===== config.mk =====
export PLATFORM = sky130hd
export DESIGN_NAME = pio_input_conditioner_flat
export DESIGN_NICKNAME = d
export VERILOG_FILES = /design/src/rtl/pio_input_conditioner_if.sv /design/src/rtl/pio_input_conditioner.sv /design/src/flat_wrapper.sv
export SDC_FILE = /design/constraint.sdc
export NUM_CORES = 1
export LEC_CHECK = 0
export CAP_MARGIN = 20
export CORE_MARGIN = 4
export CORE_UTILIZATION = 55
export DETAILED_ROUTE_END_ITERATION = 7
export PLACE_DENSITY = 0.73
export REMOVE_ABC_BUFFERS = 1
export SKIP_LAST_GASP = 1
export SLEW_MARGIN = 30
export SYNTH_ARGS = -nofsm -noshare
export SYNTH_HDL_FRONTEND = slang
export SYNTH_SLANG_ARGS = --single-unit

===== constraint.sdc =====
create_clock -name clk_clk -period 38.8 [get_ports clk_clk]
set_input_delay 7.76 -clock clk_clk [delete_from_list [all_inputs] [get_ports clk_clk]]
set_output_delay 7.76 -clock clk_clk [all_outputs]
set_load 0.05 [all_outputs]

===== src/rtl/pio_input_conditioner_if.sv =====
// pio_input_conditioner_if: board-pin side and PIO side signals of the input conditioner
// Signals:
//   key_raw, sw_raw     raw asynchronous pushbutton / slide-switch pins
//   edge_clear          per-button level-sensitive clear of the sticky capture
//   button/dipsw export debounced levels for the soc_system PIOs (1 = pressed)
//   btn_press_pulse, btn_release_pulse, sw_change_pulse  one-cycle event pulses
//   btn_edge_capture    sticky per-button press flags
// master drives the raw pins and clears; slave is the conditioner itself.
interface pio_input_conditioner_if #(
    parameter int N_BTN = 4,
    parameter int N_SW  = 10
);
    logic [N_BTN-1:0] key_raw;
    logic [N_SW-1:0]  sw_raw;
    logic [N_BTN-1:0] edge_clear;
    logic [N_BTN-1:0] button_pio_external_connection_export;
    logic [N_SW-1:0]  dipsw_pio_external_connection_export;
    logic [N_BTN-1:0] btn_press_pulse;
    logic [N_BTN-1:0] btn_release_pulse;
    logic [N_SW-1:0]  sw_change_pulse;
    logic [N_BTN-1:0] btn_edge_capture;

    modport master (
        output key_raw, sw_raw, edge_clear,
        input  button_pio_external_connection_export, dipsw_pio_external_connection_export,
        input  btn_press_pulse, btn_release_pulse, sw_change_pulse, btn_edge_capture
    );

    modport slave (
        input  key_raw, sw_raw, edge_clear,
        output button_pio_external_connection_export, dipsw_pio_external_connection_export,
        output btn_press_pulse, btn_release_pulse, sw_change_pulse, btn_edge_capture
    );
endinterface


===== src/rtl/pio_input_conditioner.sv =====
// pio_input_conditioner: synchronize and debounce board buttons/switches for the soc_system PIOs
// Ports:
//   clk_clk      fabric clock
//   reset_reset  asynchronous active-high reset
//   pio          slave side of pio_input_conditioner_if (raw pins in, clean levels/pulses/capture out)
module pio_input_conditioner #(
    parameter int N_BTN           = 4,
    parameter int N_SW            = 10,
    parameter int DEBOUNCE_CYCLES = 1000000,
    parameter int CNT_W           = 20,
    parameter int BTN_ACTIVE_LOW  = 1
) (
    input logic                  clk_clk,
    input logic                  reset_reset,
    pio_input_conditioner_if.slave pio
);
    localparam int N = N_BTN + N_SW;
    // Inactive raw level per bit; also the mask that normalizes buttons to 1 = pressed.
    localparam logic [N-1:0] INACT = {{N_SW{1'b0}}, {N_BTN{BTN_ACTIVE_LOW != 0}}};

    typedef enum logic {STABLE, COUNTING} state_t;

    logic [N-1:0]     sync1_q, sync2_q, s;
    logic [N-1:0]     stable_q, stable_d, change;
    state_t           state_q [N];
    state_t           state_d [N];
    logic [CNT_W-1:0] cnt_q [N];
    logic [CNT_W-1:0] cnt_d [N];
    logic [N_BTN-1:0] press_q, release_q, cap_q, cap_d;
    logic [N_SW-1:0]  swchg_q;

    assign s = sync2_q ^ INACT;

    always_comb begin
        stable_d = stable_q;
        for (int i = 0; i < N; i++) begin
            state_d[i] = state_q[i];
            cnt_d[i]   = cnt_q[i];
            if (state_q[i] == STABLE) begin
                if (s[i] != stable_q[i]) begin
                    state_d[i] = COUNTING;
                    cnt_d[i]   = CNT_W'(1);
                end
            end else if (s[i] == stable_q[i]) begin
                state_d[i] = STABLE;
                cnt_d[i]   = '0;
            end else if (cnt_q[i] == CNT_W'(DEBOUNCE_CYCLES - 1)) begin
                stable_d[i] = s[i];
                state_d[i]  = STABLE;
                cnt_d[i]    = '0;
            end else begin
                cnt_d[i] = cnt_q[i] + CNT_W'(1);
            end
        end
    end

    // Pulses are registered alongside the stable value, so they coincide with the level change.
    assign change = stable_d ^ stable_q;
    // A press pulse already registered sets the flag even when clear is high.
    assign cap_d  = (cap_q & ~pio.edge_clear) | press_q;

    always_ff @(posedge clk_clk or posedge reset_reset) begin
        if (reset_reset) begin
            sync1_q   <= INACT;
            sync2_q   <= INACT;
            stable_q  <= '0;
            press_q   <= '0;
            release_q <= '0;
            swchg_q   <= '0;
            cap_q     <= '0;
            for (int i = 0; i < N; i++) begin
                state_q[i] <= STABLE;
                cnt_q[i]   <= '0;
            end
        end else begin
            sync1_q   <= {pio.sw_raw, pio.key_raw};
            sync2_q   <= sync1_q;
            stable_q  <= stable_d;
            press_q   <= change[N_BTN-1:0] & stable_d[N_BTN-1:0];
            release_q <= change[N_BTN-1:0] & ~stable_d[N_BTN-1:0];
            swchg_q   <= change[N-1:N_BTN];
            cap_q     <= cap_d;
            for (int i = 0; i < N; i++) begin
                state_q[i] <= state_d[i];
                cnt_q[i]   <= cnt_d[i];
            end
        end
    end

    assign pio.button_pio_external_connection_export = stable_q[N_BTN-1:0];
    assign pio.dipsw_pio_external_connection_export  = stable_q[N-1:N_BTN];
    assign pio.btn_press_pulse                       = press_q;
    assign pio.btn_release_pulse                     = release_q;
    assign pio.sw_change_pulse                       = swchg_q;
    assign pio.btn_edge_capture                      = cap_q;
endmodule


===== src/flat_wrapper.sv =====
// flat-port wrapper written by rule: the top's interface ports become plain ports
module pio_input_conditioner_flat 
#(
    parameter int N_BTN           = 4,
    parameter int N_SW            = 10,
    parameter int DEBOUNCE_CYCLES = 1000000,
    parameter int CNT_W           = 20,
    parameter int BTN_ACTIVE_LOW  = 1
)
  (clk_clk, reset_reset, pio_key_raw, pio_sw_raw, pio_edge_clear, pio_button_pio_external_connection_export, pio_dipsw_pio_external_connection_export, pio_btn_press_pulse, pio_btn_release_pulse, pio_sw_change_pulse, pio_btn_edge_capture);
  pio_input_conditioner_if #(.N_BTN(N_BTN), .N_SW(N_SW)) pio_i ();
  input logic clk_clk;
  input logic reset_reset;
  input wire logic [$bits(pio_i.key_raw)-1:0] pio_key_raw;
  input wire logic [$bits(pio_i.sw_raw)-1:0] pio_sw_raw;
  input wire logic [$bits(pio_i.edge_clear)-1:0] pio_edge_clear;
  output wire logic [$bits(pio_i.button_pio_external_connection_export)-1:0] pio_button_pio_external_connection_export;
  output wire logic [$bits(pio_i.dipsw_pio_external_connection_export)-1:0] pio_dipsw_pio_external_connection_export;
  output wire logic [$bits(pio_i.btn_press_pulse)-1:0] pio_btn_press_pulse;
  output wire logic [$bits(pio_i.btn_release_pulse)-1:0] pio_btn_release_pulse;
  output wire logic [$bits(pio_i.sw_change_pulse)-1:0] pio_sw_change_pulse;
  output wire logic [$bits(pio_i.btn_edge_capture)-1:0] pio_btn_edge_capture;
  assign pio_i.key_raw = pio_key_raw;
  assign pio_i.sw_raw = pio_sw_raw;
  assign pio_i.edge_clear = pio_edge_clear;
  assign pio_button_pio_external_connection_export = pio_i.button_pio_external_connection_export;
  assign pio_dipsw_pio_external_connection_export = pio_i.dipsw_pio_external_connection_export;
  assign pio_btn_press_pulse = pio_i.btn_press_pulse;
  assign pio_btn_release_pulse = pio_i.btn_release_pulse;
  assign pio_sw_change_pulse = pio_i.sw_change_pulse;
  assign pio_btn_edge_capture = pio_i.btn_edge_capture;
  pio_input_conditioner #(.N_BTN(N_BTN), .N_SW(N_SW), .DEBOUNCE_CYCLES(DEBOUNCE_CYCLES), .CNT_W(CNT_W), .BTN_ACTIVE_LOW(BTN_ACTIVE_LOW)) u_core (.clk_clk(clk_clk), .reset_reset(reset_reset), .pio(pio_i));
endmodule

==> metrics.yaml <==
status:
  run_status: "completed"
clock_tree:
  tritoncts: "built"
  clkTransAtPathRegs_ns: 0.05
  cts-resized-gates: 0
  clk_latency_ns: 0.53
  clockBufferDepth: 3
  htreeDepth: 2
  postCtsHoldBufs: 0
  cts.sinks: 358
  cts_setup_buffers: 0
  numCtsBuffers: 40
  root_buffer: "clkbuf_16"
setup_path:
  end_kind: "primary output"
  cp_max_fo: 6
  reg2reg_depth: 5
  crit_chain: "clkdlybuf4s50_1"
  crit_family: "buffers and inverters"
  reg2reg_from: "u_core.cnt_q[28]$_DFFE_PP0P_"
  regToRegSetupSlack_ns: 36.24
  critical_path_required_ns: 31.04
  slowest_delay_ns: 0.84
  cpMaxStageDelayCell: "clkdlybuf4s50_1"
  worstSetupStartpointType: "register"
  rr_endpoint: "u_core.cnt_q[38]$_DFFE_PP0P_"
  crit_type: "reg2out"
  cp.depth: 1
  path_buf_inv: 1
  arrival_ns: 1.82
sta:
  post-route-min-period_ns: 9.58
  tightest_slew_ns: 0.946
  skew_ns: 0.00962
  hold_viol: 0
  final.period_utilization: 0.247
  holdWs_ns: 0.346
  fmax_mhz: 104
  drv_slew: 0
  setup_tns_ns: 0
  finalSetupViolations: 0
  rsz0062_at_grt: "no"
  maxSlewHeadroom: 0.367
floorplan:
  initial_core_util: 0.558
  core_area_mm2: 0.0326
  die_h_um: 190
  dieWidth_um: 190
  die-area_mm2: 0.0361
  ios: 56
  num_rows: 66
detailed_routing:
  wl_per_cell_um: 15.5
  routed_wl_um: 37300
  drtIter0Drc: 995
  via_per_inst: 6.13
  vias: 14725
  drc_errors: 0
  drtAntennaViolNets: 0
  drt-pass1-iter-count: 5
layout:
  nets: 1969
  layout_commonest_cell: "dfrtp_1"
  drive_gt1_frac: 0.0632
  area_growth_pct: 12.2
  seqCellArea_mm2: 0.00897
  final_cell_mix: "dfrtp_1, nand2_1, a31oi_1, nand3_1, a21oi_1"
  multiInputGateArea_mm2: 0.00889
  fill_cells: 2691
  antennaDiodeCount: 0
yosys:
  synth.top_cell.area_share: 0.481
  ys_ff_latch: 358
  synth_area_leader_cell: "dfrtp_1"
  ys_types: 57
  synthTopCellsByArea: "dfrtp_1, a31oi_1, nand2_1"
  ys.flop_type: "dfrtp_1"
  yosys_warnings: 0
  synth_edf_count: 0
  async_reset_ff_frac: 1.00
  ys_seq_area_frac: 0.492
  syn_area_per_cell_um2: 9.52
  synth.cell_area_mm2: 0.0182
  netlist_instances: 1913
global_route:
  gr-total-overflow: 0
  use_met2: 0.325
  grt_max_degree: 141
  grt_usage: 0.204
  use_met1: 0.297
  antenna_found_initial: 0
  top_usage_layer: "met2"
  grtUsageMet3: 0.0310
  grt_pass1_vias: 13800
  grt_pass1_wl_um: 64900
power:
  ir_worst_vdd_uv: 32.8
  p_leak_uw: 0.00858
  p_per_area_mw_per_mm2: 40.3
min_path:
  hold_depth: 0
  hold_path.class: "reg2reg"
  min_from: "u_core.sync1_q[9]$_DFF_PP0_"
  whs_endpoint: "u_core.sync2_q[9]$_DFF_PP0_"
place:
  dpl.hpwl_um: 23900
  numPortBuffers: 55
  gp_congestion: 0.848
run:
  drv_cap: 0
[worst max-delay path by stage]
stage / start / endpoint / slack (ns)
2_1_floorplan: reset_reset / u_core.cnt_q[0]$_DFFE_PP0P_ / 21.12
3_3_place_gp: reset_reset / u_core.cnt_q[231]$_DFFE_PP0P_ / 28.72
3_5_place_dp: reset_reset / u_core.cnt_q[231]$_DFFE_PP0P_ / 28.72
4_1_cts: u_core.stable_q[2]$_DFF_PP0_ / pio_button_pio_external_connection_export[2] / 29.19
5_1_grt: u_core.stable_q[2]$_DFF_PP0_ / pio_button_pio_external_connection_export[2] / 29.15
6_report: u_core.stable_q[2]$_DFF_PP0_ / pio_button_pio_external_connection_export[2] / 29.22
[kinds of logic (layout without fill, tap and decap cells)]
family / after synthesis / in the layout / share of synthesized area
AOI/OAI and AO/OA: 511 / 511 / 0.182
xor gates and xnor gates: 78 / 78 / 0.0375
adders and majority gates: 14 / 14 / 0.00962
buffers and inverters: 114 / 163 / 0.0247
DFF: 358 / 358 / 0.492
muxes: 33 / 33 / 0.0190
and+or+nand+nor: 805 / 805 / 0.234
[per-stage QoR]
stage / power, uW / util / setup WS, ns / instances / instance area, um^2
floorplan: 444 / - / 21.12 / 1831 / 17900
global placement: 459 / 0.585 / 28.72 / 2335 / 19100
detailed placement: 461 / 0.587 / 28.72 / 2335 / 19100
CTS: 834 / 0.626 / 29.19 / 2404 / 20400
global route: 861 / 0.626 / 29.15 / 2404 / 20400
finish: 823 / 0.626 / 29.22 / 2404 / 20400
[registers in the layout (all words and copies together), names as in the netlist]
name and cells:
u_core.state_q 14, u_core.pio.sw_change_pulse 10, u_core.pio.btn_press_pulse 4, u_core.pio.btn_edge_capture 4, u_core.sync1_q 14, u_core.pio.btn_release_pulse 4
u_core.cnt_q 280, u_core.stable_q 14, u_core.sync2_q 14
[worst reg2reg max path, stage by stage (launching register included)]
cell     delay (ns)
dfrtp_1        0.43
or4b_2         0.69
nor4_1         0.47
a21oi_4        0.34
and3_1         0.28
a221o_1        0.25
[cell type report]
class                      instances  area share
sequential                       358       0.439
multi-input combinational       1441       0.435
clock buffer                      57      0.0571
timing repair buffer              62      0.0299
tap                              442      0.0271
inverter                          32     0.00649
clock inverter                    12     0.00557
[cells in the mapped netlist, types with 5 or more instances]
cell / n
dfrtp_1: 350
nand2_1: 207
a31oi_1: 137
nand3_1: 127
a21oi_1: 117
nor2_1: 100
o21ai_0: 86
a22o_1: 85
nand4_1: 70
clkbuf_1: 64
xnor2_1: 48
and3_1: 45
nor3_1: 36
and2_1: 35
and4_1: 33
inv_1: 32
nor4_1: 32
a21o_1: 31
xor2_1: 30
nand2b_1: 28
mux2i_1: 21
or3_1: 21
or2_2: 17
ha_1: 14
o21a_1: 13
mux2_2: 12
or4_1: 12
a41oi_1: 10
buf_1: 10
nand3b_1: 10
dfstp_2: 8
o211ai_1: 7
buf_2: 6
nor4b_1: 6
nor4bb_1: 6
a221o_1: 5
or4b_1: 5
[per-layer routing]
layer | vias up | wire length [um]
met1 | 7175 | 18000
li1 | 7227 | -
met4 | 0 | 659
met2 | 275 | 17200
met3 | 48 | 1500
met5 | - | 0
[power by group]
group,switching [uW],internal (uW),leakage (uW)
Clock,147,222,0.000640
Combinational,31.7,18.4,0.00310
Sequential,17.1,387,0.00484
Total,196,627,0.00858
(Power assumes the default switching activity.)
